### config.mk
export PLATFORM = sky130hd
export DESIGN_NAME = rs422_uart_rx
export DESIGN_NICKNAME = d
export VERILOG_FILES = /design/src/rtl/rs422_uart_rx.sv
export SDC_FILE = /design/constraint.sdc
export NUM_CORES = 1
export LEC_CHECK = 0
export ABC_AREA = 1
export CORE_ASPECT_RATIO = 0.6
export CORE_MARGIN = 2
export CORE_UTILIZATION = 52
export CTS_BUF_LIST = sky130_fd_sc_hd__clkbuf_8 sky130_fd_sc_hd__clkbuf_16
export DETAILED_ROUTE_END_ITERATION = 10
export GPL_ROUTABILITY_DRIVEN = 0
export PLACE_DENSITY_LB_ADDON = 0.15
export SLEW_MARGIN = 20
export SYNTH_ARGS = -nofsm -noshare
export SYNTH_HDL_FRONTEND = slang
export SYNTH_SLANG_ARGS = --single-unit
### constraint.sdc
create_clock -name OPB_CLK -period 1.8 [get_ports OPB_CLK]
set_input_delay 0.27 -clock OPB_CLK [delete_from_list [all_inputs] [get_ports OPB_CLK]]
set_output_delay 0.27 -clock OPB_CLK [all_outputs]
set_load 0.05 [all_outputs]
### src/rtl/rs422_uart_rx.sv
// rs422_uart_rx: receiver for one RS422 loopback line. Recovers 8N1 frames
// from the asynchronous RX input. Completed bytes are offered on a STB/ACK
// stream. Framing errors and dropped bytes are reported as one-cycle pulses.
module rs422_uart_rx #(
   parameter int BAUD_RATE       = 115200,
   parameter int CLOCK_FREQUENCY = 100000000
) (
   input  logic       OPB_CLK,
   input  logic       OPB_RST,
   input  logic       RX,
   output logic [7:0] DATA_STREAM_OUT,
   output logic       DATA_STREAM_OUT_STB,
   input  logic       DATA_STREAM_OUT_ACK,
   output logic       FRAME_ERR,
   output logic       OVERRUN,
   output logic       BUSY
);

   localparam int CLKS_PER_BIT = CLOCK_FREQUENCY / BAUD_RATE;
   localparam int HALF_BIT     = CLKS_PER_BIT / 2;
   localparam int TW           = $clog2(CLKS_PER_BIT) + 1;

   localparam logic [TW-1:0] HALF_END = TW'(HALF_BIT - 1);
   localparam logic [TW-1:0] BIT_END  = TW'(CLKS_PER_BIT - 1);

   // Fewer than 4 clocks per bit leaves no usable mid-bit sample point.
   if (CLKS_PER_BIT < 4) begin : g_bad_ratio
      $error("rs422_uart_rx: CLKS_PER_BIT must be at least 4");
   end

   typedef enum logic [2:0] {
      ST_IDLE  = 3'd0,
      ST_START = 3'd1,
      ST_DATA  = 3'd2,
      ST_STOP  = 3'd3,
      ST_BRK   = 3'd4
   } state_t;

   state_t        state_q, state_d;
   logic          sync1_q, sync2_q;
   logic [TW-1:0] timer_q, timer_d;
   logic [2:0]    bit_idx_q, bit_idx_d;
   logic [7:0]    shift_q, shift_d;
   logic [7:0]    data_q, data_d;
   logic          stb_q, stb_d;
   logic          frame_err_q, frame_err_d;
   logic          overrun_q, overrun_d;
   logic          busy_q, busy_d;
   logic          byte_done_s;
   logic          rxs_s;

   assign rxs_s = sync2_q;

   // Frame FSM: start validation, mid-bit data sampling, stop check, break wait.
   always_comb begin
      state_d     = state_q;
      timer_d     = timer_q + TW'(1);
      bit_idx_d   = bit_idx_q;
      shift_d     = shift_q;
      byte_done_s = 1'b0;
      frame_err_d = 1'b0;
      case (state_q)
         ST_IDLE: begin
            timer_d = '0;
            if (!rxs_s) begin
               state_d = ST_START;
            end else begin
               state_d = ST_IDLE;
            end
         end
         ST_START: begin
            if (timer_q == HALF_END) begin
               timer_d   = '0;
               bit_idx_d = 3'd0;
               // A line that is high again at mid start bit was only a glitch.
               if (!rxs_s) begin
                  state_d = ST_DATA;
               end else begin
                  state_d = ST_IDLE;
               end
            end else begin
               state_d = ST_START;
            end
         end
         ST_DATA: begin
            if (timer_q == BIT_END) begin
               timer_d = '0;
               shift_d = {rxs_s, shift_q[7:1]};
               if (bit_idx_q == 3'd7) begin
                  state_d = ST_STOP;
               end else begin
                  state_d   = ST_DATA;
                  bit_idx_d = bit_idx_q + 3'd1;
               end
            end else begin
               state_d = ST_DATA;
            end
         end
         ST_STOP: begin
            if (timer_q == BIT_END) begin
               timer_d = '0;
               // Returning to IDLE at the stop mid-sample allows zero-gap frames.
               if (rxs_s) begin
                  byte_done_s = 1'b1;
                  state_d     = ST_IDLE;
               end else begin
                  frame_err_d = 1'b1;
                  state_d     = ST_BRK;
               end
            end else begin
               state_d = ST_STOP;
            end
         end
         ST_BRK: begin
            timer_d = '0;
            if (rxs_s) begin
               state_d = ST_IDLE;
            end else begin
               state_d = ST_BRK;
            end
         end
         default: begin
            state_d = ST_IDLE;
            timer_d = '0;
         end
      endcase
   end

   // Output stream: load on completion, hold until ACK, drop on overrun.
   always_comb begin
      data_d    = data_q;
      stb_d     = stb_q & ~DATA_STREAM_OUT_ACK;
      overrun_d = 1'b0;
      busy_d    = (state_d != ST_IDLE);
      if (byte_done_s) begin
         // A byte accepted in this same cycle frees the holding register.
         if (!stb_q || DATA_STREAM_OUT_ACK) begin
            data_d = shift_d;
            stb_d  = 1'b1;
         end else begin
            overrun_d = 1'b1;
         end
      end else begin
         data_d = data_q;
      end
   end

   // State and output registers; synchronizer resets to idle-high.
   always_ff @(posedge OPB_CLK or posedge OPB_RST) begin
      if (OPB_RST) begin
         sync1_q     <= 1'b1;
         sync2_q     <= 1'b1;
         state_q     <= ST_IDLE;
         timer_q     <= '0;
         bit_idx_q   <= 3'd0;
         shift_q     <= 8'h00;
         data_q      <= 8'h00;
         stb_q       <= 1'b0;
         frame_err_q <= 1'b0;
         overrun_q   <= 1'b0;
         busy_q      <= 1'b0;
      end else begin
         sync1_q     <= RX;
         sync2_q     <= sync1_q;
         state_q     <= state_d;
         timer_q     <= timer_d;
         bit_idx_q   <= bit_idx_d;
         shift_q     <= shift_d;
         data_q      <= data_d;
         stb_q       <= stb_d;
         frame_err_q <= frame_err_d;
         overrun_q   <= overrun_d;
         busy_q      <= busy_d;
      end
   end

   assign DATA_STREAM_OUT     = data_q;
   assign DATA_STREAM_OUT_STB = stb_q;
   assign FRAME_ERR           = frame_err_q;
   assign OVERRUN             = overrun_q;
   assign BUSY                = busy_q;

endmodule

Word level (Yosys, flattened, before mapping)

Index checks and enable logic that the tools add are counted.

Add/subtract/negate cells: 2
Eq/ne operators: 10
Mux-type cells: 27
Bitwise operators: 2
Reductions and logical operators: 8

Operators by type and width:

| kind                                                                    | number |
|---|---|
| 11-bit two-way mux                                                      | 2 |
| 11-bit one-hot mux with 2 select lines                                  | 1 |
| 3-bit two-way mux                                                       | 7 |
| 8-bit two-way mux                                                       | 2 |
| 3-bit one-hot mux with 5 select lines                                   | 1 |
| 1-bit two-way mux                                                       | 12 |
| 11-bit by 1-bit adder with 11-bit output, second input constant         | 1 |
| 11-bit by 10-bit equality test with 1-bit output, second input constant | 1 |
| 11-bit by 9-bit equality test with 1-bit output, second input constant  | 1 |
| 3-bit by 2-bit equality test with 1-bit output, second input constant   | 2 |
| 3-bit equality test, second input constant                              | 2 |
| 2-bit != test, second input constant                                    | 3 |
| 3-bit one-hot mux with 2 select lines                                   | 1 |
| 4-bit AND reduction                                                     | 1 |
| 3-bit by 1-bit adder with 3-bit output, second input constant           | 1 |
| 3-bit by 1-bit equality test with 1-bit output, second input constant   | 1 |
| 3-bit logical NOT                                                       | 1 |
| 3-bit nonzero test                                                      | 1 |
| 2-bit two-way mux                                                       | 1 |
| 2-bit AND reduction                                                     | 1 |
| 2-bit nonzero test                                                      | 1 |
| 2-bit OR reduction                                                      | 1 |
| 1-bit bitwise AND                                                       | 1 |
| 1-bit logical NOT                                                       | 1 |
| 2 further kinds                                                         | 2 |

Flip-flop bits (word level): 39
Output and inout bits: 12
Word-level logic and storage cells: 60

Logic depth before layout (Yosys ltp)

Word-level depth: 5
Depth in mapped cells: 11

Least setup slack after synthesis

Ideal clock, no wire load.

Kind: reg-to-reg
From: register timer_q[0]
To: register data_q[0], in the netlist DATA_STREAM_OUT[0]
Data arrival time: 1.325 ns
Setup slack: 0.357 ns
Cell stages (with the launch flop): 9
Path buffers: 0
Path through: dfrtp_1 -> ha_1 -> nand2_1 -> nor2_2 -> inv_2 -> nor2_8 -> nand4_4 -> nand2_1 -> nand2_1

Word-level cells in the longest chain between the ends: 4

Ends and longest elaborated chain:

| element                                              | RTL line | text |
|---|---|---|
| start, declared                                      | 41       | `logic [TW-1:0] timer_q, timer_d;` |
| start signal, assigned                               | 166      | `timer_q <= timer_d;` |
| 11-bit by 10-bit equality test with 1-bit output (*) | 86, 100  |  |
| 1-bit two-way mux                                    | 100      | `if (timer_q == BIT_END) begin` |
| 1-bit two-way mux                                    | 62       | `case (state_q)` |
| 2-bit AND reduction (no source line)                 | n/a      |  |
| end signal, assigned                                 | 169      | `data_q <= data_d;` |
| end, declared                                        | 44       | `logic [7:0] data_q, data_d;` |

Mark *: on every way between the ends. The rest lies on a longest branch, timed or not.
A chain may end at the register's enable or synchronous reset.

Worst setup path in the final report

From: register state_q[2]
To: register bit_idx_q[0]

Word-level cells in the longest chain between the ends: 3

Ends and longest elaborated chain:

| element                                                                                                          | RTL line | text |
|---|---|---|
| start, declared                                                                                                  | 39       | `state_t state_q, state_d;` |
| start signal, assigned                                                                                           | 165      | `state_q <= state_d;` |
| 3-bit by 2-bit equality test with 1-bit output or 3-bit by 1-bit equality test with 1-bit output (tied branches) | 62       |  |
| 2-bit != test (no source line) or 2-bit nonzero test (tied branches)                                             | n/a      |  |
| 4-bit AND reduction (no source line)                                                                             | n/a      |  |
| end signal, assigned                                                                                             | 167      | `bit_idx_q <= bit_idx_d;` |
| end, declared                                                                                                    | 42       | `logic [2:0] bit_idx_q, bit_idx_d;` |

Several ways; a longest one is shown, not always the timed one.

==> reports/metrics.cfg <==
[grt]
grt_pass1_wl_um=5730
overflow=0
grtUsageTotal=0.187
grt_pass1_vias=1184
antenna_found_initial=0
grt_max_degree=40

[route]
drcViolationCount=0
ant_nets=0
post_drt_wl_per_cell_um=11.8
via_per_inst=4.93
vias=1434
drt-total-wl_um=3440
first_iter_violations=92
first_pass_iters=5

[logic_synthesis]
synth_area_um2=1860
synth_adder_area_share=0.0270
synth-seq-cells=39
synth_compound_area_frac=0.0148
synth-simple-area-share=0.349
ys_seq_area_frac=0.527
muxShareOfSynthArea=0
synth.avg_cell_area_um2=8.43
synth_top_family_by_area=simple AND/OR/NAND/NOR gates
netlist-cell-type-count=28
synthCells=220
ys_warn_count=0
synth_xor_area_frac=0.0189
syn_nets=228

[run_status]
outcome=completed

[timing]
post-route-period-util=0.956
setup_violations=0
finalCriticalPeriod_ns=1.72
hold_viol=0
tns_ns=0
tightest_slew_ns=0.505
rsz0062_at_grt=no
finalClockSkew_ns=0.00934
final_max_slew_viol_count=0
fmax_ghz=0.581
maxSlewHeadroom=0.662

[pwr]
power_switching_share=0.187
finalPower_mw=1.65
pwr-share-comb=0.018
pwr-share-seq=0.536
power_density_nw_per_um2=742
clockPowerShare=0.446
p_int_mw=1.34
peakVddDrop_uv=556
power_switching_mw=0.309
power_leakage_nw=1.16

[clock_tree]
post_cts_buffers=0
cts.sinks=39
clkTransAtPathRegs_ns=0.08
cts_max_level=2
ctsLongestPathBuffers=2
clockRootBuffer=clkbuf_8
cts_tree=built
worst_skew_pair.late_latency_ns=0.28
cts_buffers=5

[setup_path]
crit_fanout=4
cp_data_required_time_ns=1.98
reg2reg_to=bit_idx_q[0]
crit_type=reg2reg
end_kind=flop
start_kind=flop
r2r_slack_ns=0.08
worstPathArrival_ns=1.90
reg2reg_from=state_q[2]
reg2reg_depth=8

[placed_design]
io_buffers=15
hpwlAfterDp_um=2510

[floorplan]
coreArea_um2=3340
num_rows=16
io_pins=16
initial_core_util=0.555
die-area_um2=4080
fp.dieH_um=50.3
die_w_um=81.1

[finish]
final_nets=253
final_cell_mix=71 x nand2_1, 37 x dfrtp_1, 27 x nor2_1, 24 x inv_1, 21 x nand3_1
layout_commonest_cell=nand2_1
drive_gt1_frac=0.118
fillers=267
multi_input_area_um2=774
final-seq-area_um2=978
areaGrowthSynthToFinish_pct=19.8
antenna_cells=0

[flow_run]
maxCapViolations=0

[worst_hold_path]
hold_path.class=in2async

==> state kept, by name, indices dropped and copies added (netlist names) <==
name                 count
rxs_s                    1
OVERRUN                  1
BUSY                     1
state_q                  3
FRAME_ERR                1
bit_idx_q                3
DATA_STREAM_OUT_STB      1
DATA_STREAM_OUT          8
timer_q                 11
sync1_q                  1
shift_q                  8
==> stage by stage <==
stage | cell area [um2] | hold slack [ns] | instances | setup WS (ns) | utilization
floorplan | 1860 | 0.274 | 220 | 0.357 | -
global placement | 2090 | 0.348 | 282 | 0.170 | 0.625
detailed placement | 2090 | 0.349 | 282 | 0.149 | 0.625
CTS | 2210 | 0.342 | 290 | 0.0800 | 0.660
global route | 2220 | 0.360 | 291 | 0.00249 | 0.665
finish | 2220 | 0.335 | 291 | 0.0783 | 0.665
==> area by class of cell <==
cell class,count,share of cell area
flip-flops and latches,39,0.440
multi-input cells,153,0.349
repair buffers,18,0.0833
inverters,28,0.0495
clock buffers,6,0.0372
well taps,45,0.0253
clock inverters,2,0.0158
==> power groups by stage <==
stage	registers [mW]	clock network [mW]	logic, mW
after CTS	0.883	0.751	0.0308
after detailed placement	0.900	0	0.0309
after global placement	0.900	0	0.0309
after global routing	0.884	0.796	0.0342
final	0.883	0.735	0.0291
after floorplan	0.899	0	0.0143
==> cell usage after synthesis <==
library cell  count  area share
nand2_1          71        0.14
dfrtp_1          37        0.50
nor2_1           27       0.055
inv_1            24       0.049
nand3_1          21       0.057
ha_1              4       0.027
nand4_1           4       0.013
nor3_1            4       0.011
inv_2             3      0.0061
xor2_1            3       0.014
a21oi_1           2      0.0054
dfstp_2           2       0.028
nand2_2           2      0.0067
nor2_4            2       0.012
buf_4             1      0.0040
clkinv_4          1      0.0047
nand2_4           1      0.0061
nand4_2           1      0.0067
nand4_4           1       0.011
nor2_2            1      0.0034
nor2_8            1       0.011
nor3_2            1      0.0054
nor4_1            1      0.0034
o21ai_0           1      0.0027
o21ai_1           1      0.0027
o21bai_1          1      0.0040
or2_0             1      0.0034
xnor2_1           1      0.0047
==> metal layers <==
metal  up-vias  global-route usage  routed length (um)
met5         -                   0                   0
met4         0              0.0339                   0
met3         0              0.0540                 218
met2        41               0.225                1270
met1       649               0.321                1950
li1        744                   -                   -
==> critical path, cell delays in order, from the launching register on <==
cell	delay, ns
dfrtp_1	0.39
inv_1	0.10
nand2_2	0.09
nor2_1	0.28
inv_1	0.14
o21ai_1	0.30
nand3_1	0.18
nand2_1	0.09
nand2_1	0.05
==> worst max-delay path by stage <==
stage / startpoint / end / slack (ns) / cells past startpoint
final: state_q[2] / bit_idx_q[0] / 0.08 / 8
after global routing: state_q[2] / bit_idx_q[2] / 0.002 / 8
after global placement: timer_q[0] / DATA_STREAM_OUT[6] / 0.17 / 9
after floorplan: timer_q[0] / DATA_STREAM_OUT[0] / 0.36 / 8
after detailed placement: timer_q[0] / DATA_STREAM_OUT[4] / 0.15 / 9
after CTS: DATA_STREAM_OUT[1] / DATA_STREAM_OUT[1] / 0.08 / 1
==> what timing repair did <==
| item | 4_1_cts | 5_1_grt |
|---|---|---|
| endpoints found under the setup margin | 0 | 13 |
| gates resized for setup | 0 | 1 |
| hold buffers | 0 | 0 |
==> cell families after synthesis <==
| logic type | count (synthesis) |
|---|---|
| AOI/OAI and AO/OA | 5 |
| xor gates and xnor gates | 4 |
| adders and majority gates | 4 |
| buffers and inverters | 29 |
| DFF | 39 |
| and+or+nand+nor | 139 |
Note: power is estimated with default switching activity, not from simulation.
